[config.mk]
export PLATFORM = sky130hd
export DESIGN_NAME = abr_msg_arb_ctrl
export DESIGN_NICKNAME = d
export VERILOG_FILES = /design/src/rtl/abr_msg_arb_ctrl.sv
export SDC_FILE = /design/constraint.sdc
export NUM_CORES = 1
export LEC_CHECK = 0
export ABC_CLOCK_PERIOD_IN_PS = 5150
export BUFFER_PORTS_ARGS = -buffer_cell sky130_fd_sc_hd__buf_2
export CAP_MARGIN = 10
export CORE_AREA = 2 2 168 170
export CTS_CLUSTER_DIAMETER = 80
export DETAILED_ROUTE_END_ITERATION = 8
export DIE_AREA = 0 0 170 172
export GPL_TIMING_DRIVEN = 0
export HOLD_SLACK_MARGIN = 0.15
export PLACE_DENSITY_LB_ADDON = 0.25
export SLEW_MARGIN = 5
export SYNTH_ARGS = -nofsm -noshare
export SYNTH_HDL_FRONTEND = slang
export SYNTH_SLANG_ARGS = --single-unit
[constraint.sdc]
create_clock -name clk -period 5.15 [get_ports clk]
set_clock_uncertainty 0.05 [all_clocks]
set_input_delay 0.2575 -clock clk [delete_from_list [all_inputs] [get_ports clk]]
set_output_delay 0.2575 -clock clk [all_outputs]
set_load 0.005 [all_outputs]
[src/rtl/abr_msg_arb_ctrl.sv]
// Message-level arbiter sharing one abr_msg_buffer write port between two requesters.
// Optional round-robin arbitration enabled by defining ABR_MSG_ARB_RR_EN (default: fixed priority, req 0 wins).
module abr_msg_arb_ctrl #(
    parameter int NUM_WR = 4,
    parameter int DATA_W = 32,
    parameter int LEN_W  = 16
) (
    input  logic                         clk,
    input  logic                         rst_b,
    input  logic [1:0]                   req_start_i,
    input  logic [2*LEN_W-1:0]           req_len_i,
    input  logic [1:0]                   req_valid_i,
    input  logic [2*NUM_WR*DATA_W-1:0]   req_data_i,
    output logic [1:0]                   req_ready_o,
    output logic [1:0]                   req_grant_o,
    output logic [1:0]                   req_done_o,
    output logic [NUM_WR-1:0]            buf_data_valid_o,
    output logic [NUM_WR*DATA_W-1:0]     buf_data_o,
    input  logic                         buf_full_i,
    output logic                         buf_flush_o,
    input  logic                         buf_valid0_i
);

    localparam logic [1:0] ST_IDLE   = 2'd0;
    localparam logic [1:0] ST_STREAM = 2'd1;
    localparam logic [1:0] ST_FLUSH  = 2'd2;
    localparam logic [1:0] ST_DONE   = 2'd3;

    localparam int              BEAT_W = NUM_WR * DATA_W;
    localparam logic [LEN_W-1:0] LANES = LEN_W'(NUM_WR);

    logic [1:0]        state;
    logic [1:0]        pending;
    logic [1:0]        grant;
    logic              gidx;
    logic [LEN_W-1:0]  remaining;
    logic [LEN_W-1:0]  len_q [2];
    logic              win;
    logic              accept;
    logic [LEN_W-1:0]  n_lanes;
    logic [BEAT_W-1:0] beat;

`ifdef ABR_MSG_ARB_RR_EN
    logic rr_ptr;
    always_comb win = pending[rr_ptr] ? rr_ptr : ~rr_ptr;
`else
    always_comb win = ~pending[0];
`endif

    assign beat    = gidx ? req_data_i[2*BEAT_W-1:BEAT_W] : req_data_i[BEAT_W-1:0];
    assign accept  = (state == ST_STREAM) & req_valid_i[gidx] & ~buf_full_i;
    assign n_lanes = (remaining < LANES) ? remaining : LANES;

    assign req_grant_o = grant;
    assign buf_flush_o = (state == ST_FLUSH);
    assign req_ready_o = (state == ST_STREAM && !buf_full_i) ? grant : '0;
    assign req_done_o  = (state == ST_DONE) ? (2'b01 << gidx) : '0;

    // Lanes past the message tail are dropped and driven as zero.
    always_comb begin
        buf_data_valid_o = '0;
        buf_data_o       = '0;
        if (accept) begin
            for (int unsigned k = 0; k < NUM_WR; k++) begin
                if (LEN_W'(k) < n_lanes) begin
                    buf_data_valid_o[k]           = 1'b1;
                    buf_data_o[k*DATA_W +: DATA_W] = beat[k*DATA_W +: DATA_W];
                end
            end
        end
    end

    always_ff @(posedge clk or negedge rst_b) begin
        if (!rst_b) begin
            state     <= ST_IDLE;
            pending   <= '0;
            grant     <= '0;
            gidx      <= 1'b0;
            remaining <= '0;
            len_q[0]  <= '0;
            len_q[1]  <= '0;
`ifdef ABR_MSG_ARB_RR_EN
            rr_ptr    <= 1'b0;
`endif
        end else begin
            for (int unsigned i = 0; i < 2; i++) begin
                if (req_start_i[i] && !pending[i] && !grant[i]) begin
                    pending[i] <= 1'b1;
                    len_q[i]   <= req_len_i[i*LEN_W +: LEN_W];
                end
            end
            case (state)
                ST_IDLE: begin
                    if (|pending) begin
                        gidx         <= win;
                        grant        <= 2'b01 << win;
                        remaining    <= len_q[win];
                        pending[win] <= 1'b0;
                        state        <= (len_q[win] == '0) ? ST_FLUSH : ST_STREAM;
                    end
                end
                ST_STREAM: begin
                    if (accept) begin
                        remaining <= remaining - n_lanes;
                        if (remaining == n_lanes) state <= ST_FLUSH;
                    end
                end
                ST_FLUSH: begin
                    if (!buf_valid0_i) begin
                        grant <= '0;
                        state <= ST_DONE;
                    end
                end
                default: begin
`ifdef ABR_MSG_ARB_RR_EN
                    rr_ptr <= ~gidx;
`endif
                    state <= ST_IDLE;
                end
            endcase
        end
    end

endmodule

==> results.py <==
metrics = {
    "floorplanning": {
        "die_height_um": 172,
        "coreArea_um2": 27500,
        "row_count": 61,
        "die_x_um": 170,
        "ios": 435,
        "start_util_pct": 18.1,
        "die_area_um2": 29200,
    },
    "routing": {
        "drc": 0,
        "drt_pass1_iterations": 5,
        "ant_nets": 0,
        "viasPerCell": 4.55,
        "vias": 6369,
        "drt_iter0_drc": 272,
        "routedWlPerCell_um": 22.9,
        "totalWireLength_mm": 32.0,
    },
    "cts": {
        "htree_levels": 2,
        "clock_path_buffers": 2,
        "clk_pin_slew_worst_paths_ns": 0.08,
        "clock_latency_ns": 0.30,
        "post_cts_buffers": 0,
        "cts-root-buf": "clkbuf_16",
        "numCtsBuffers": 5,
        "cts.sinks": 55,
        "cts_tree": "done",
    },
    "sta": {
        "finalHoldViolations": 0,
        "max_slew_margin_pct": 46.4,
        "period_share_pct": 66.3,
        "setup_viol": 0,
        "slew_viol_final": 0,
        "period_minus_slack_ns": 3.42,
        "hold_ws_ns": 0.152,
        "timing.setup.tns_ns": 0,
        "fmax_mhz": 293,
        "worst_slew_pin_slew_ns": 0.804,
        "rsz0062_at_grt": "false",
    },
    "yosys": {
        "syn-cell-area_um2": 4960,
        "synthAdderAreaFrac_pct": 1.51,
        "synth-simple-area-share_pct": 20.2,
        "synth-xor-area-share_pct": 0,
        "synth-seq-cells": 55,
        "yosysWarningCount": 0,
        "synth_compound_area_share_pct": 9.53,
        "yosysSeqAreaShare_pct": 27.7,
        "synth_cell_types": 48,
        "synth_top_family_by_area": "multiplexers",
        "synth_mux_area_share_pct": 36.3,
        "ys.flop_type": "dfrtp_1",
        "synth-edff-count": 0,
        "yosysTopAreaCell": "mux2i_1",
        "synthCells": 579,
        "synth_nets": 881,
        "synth_top_cell_area_share_pct": 28.8,
        "ys_top_cells_by_area": "mux2i_1 (29%), dfrtp_1 (28%), nor2_1 (11%)",
        "syn_area_per_cell_um2": 8.57,
        "yosys-top-cells-count": "mux2i_1 (143), nor2_1 (143), dfrtp_1 (55)",
        "synthArstFlopShare_pct": 100,
    },
    "placement": {
        "io_buffers": 434,
        "place_inst": 1360,
        "gp_congestion": 0.858,
        "hpwlAfterDp_mm": 28.5,
        "post_dp_cell_area_um2": 7590,
    },
    "setup_path": {
        "path_delay_family": "buffers and inverters",
        "worstPathArrival_ns": 3.11,
        "cp-end-kind": "output pin",
        "cp.required_ns": 4.84,
        "crit_buf_inv": 5,
        "crit_fanout": 10,
        "critPathSlowestCell": "nor3_4",
        "critPathLaunchType": "flop",
        "cp_slowest_stage_delay_ns": 0.53,
        "worstSetupPathType": "flop to output pin",
        "worstPathCellList": "inv_1, ha_1, clkbuf_1, inv_1, nor3_4, nand2_1, clkbuf_1, nor2_1, buf_2",
    },
    "global_route": {
        "grt_pass1_wl_mm": 41.9,
        "grt_usage_pct": 20.4,
        "grt_pass1_vias": 5890,
        "overflow": 0,
        "grt_antenna_before_repair": 53,
        "grt_start_max_net_pins": 33,
    },
    "finish": {
        "drive_gt1_share_pct": 47.6,
        "stdcell_area_um2": 7990,
        "area_delta_synth_final_pct": 60.9,
        "num-nets-final": 1343,
        "layout.cells.non_filler": 1401,
        "nFillCells": 3047,
    },
    "outcome": {
        "outcome": "finished clean",
    },
    "flow_run": {
        "maxCapViolCount": 0,
    },
    "power": {
        "p_leak_uw": 0.00438,
        "p_per_area_nw_per_um2": 450,
        "ir_drop_mv": 0.200,
        "p_total_uw": 3590,
    },
    "hold_path": {
        "hp-class": "primary input to flop",
    },
}
timing repair:
| item | CTS | global route |
|---|---|---|
| resized for setup | 0 | 0 |
| endpoints found under the setup margin | 0 | 0 |
| hold buffers | 19 | 1 |
| endpoints found under the hold margin | 41 | 1 |
sequential cells by signal, summed over array words and instances, names as in the netlist:
| signal | count |
|---|---|
| pending | 2 |
| state | 2 |
| gidx | 1 |
| req_grant_o | 2 |
| len_q | 32 |
| remaining | 16 |
path summary, 6_finish.rpt:
kind	start	to	cells past startpoint	slack, ns
worst max-delay path	state[1]	buf_data_o[99]	9	1.73
worst min-delay path	req_len_i[28]	len_q[12]	2	0.15
worst max register to register	state[1]	remaining[15]	9	2.35
worst min register to register	len_q[23]	len_q[23]	1	0.46
max in group asynchronous	rst_b	remaining[1]	3	4.04
min in group asynchronous	rst_b	len_q[13]	2	0.44
through the flow:
step / util (%) / worst slack (ns)
2_1_floorplan: - / 2.92
3_3_place_gp: 27.5 / 2.12
3_5_place_dp: 27.6 / 2.13
4_1_cts: 28.9 / 1.78
5_1_grt: 29.0 / 1.51
6_report: 29.1 / 1.73
report_power, final:
group          switching (uW)  total, uW  internal (uW)
clock network             162        390            227
logic                    1290       2340           1050
registers                 202        858            656
routing by layer:
metal / wire (um) / global-route usage [%] / vias up
met2: 12300 / 27.2 / 329
met4: 656 / 4.57 / 56
met5: 367 / 0 / -
li1: - / - / 3000
met3: 6000 / 17.6 / 84
met1: 12700 / 24.3 / 2900
cell type report:
type | count | area (um2) | area share (%)
Tap cell | 346 | 433 | 5.42
Inverter | 11 | 41.3 | 0.517
Antenna cell | 14 | 35.0 | 0.439
Buffer | 42 | 189 | 2.37
Timing Repair Buffer | 455 | 2390 | 30.0
Sequential cell | 55 | 1380 | 17.2
Multi-Input combinational cell | 471 | 3360 | 42.0
Clock inverter | 2 | 37.5 | 0.470
Clock buffer | 5 | 125 | 1.57
layout by cell type, fill, tap and decap left out, types with 3 or more instances in the layout:
cell type      netlist  routed
nand3_1              5       5
nor2_1             143     143
ha_1                 6       6
dlygate4sd3_1        0      20
or3_1                5       5
and2_1               3       3
diode_2              0      14
clkbuf_1            32      32
o311ai_0             3       3
o211ai_1             3       3
o21ai_0             16      16
clkbuf_16            0       5
nor4_1               7       7
buf_2                7     441
a21o_1               4       4
a211oi_1             3       3
o22ai_1              4       4
a2bb2oi_1            4       4
buf_6                3       3
inv_1                9       9
nand2_1             23      23
mux2i_1            143     143
nor3_1              10      10
dfrtp_1             55      55
nand4_1              6       6
a21oi_1             14      14
a31oi_1              6       6
mux2_2              33      33
worst reg2reg max path, stage by stage, from the launching register on:
cell and delay, ns:
dfrtp_1 0.45, inv_1 0.13, ha_1 0.15, clkbuf_1 0.31
inv_1 0.15, nor3_4 0.53, o22ai_1 0.26, clkbuf_1 0.31
o21ai_0 0.28, nand2_1 0.08
cells by family (layout without fill, tap and decap cells):
kind of cell | after synthesis | count (layout)
AOI/OAI and AO/OA | 70 | 70
adders and majority gates | 6 | 6
buffers and inverters | 53 | 515
DFF | 55 | 55
muxes | 176 | 176
other | 1 | 15
and+or+nand+nor | 218 | 218
No activity file was read; power rests on OpenSTA's default activity.
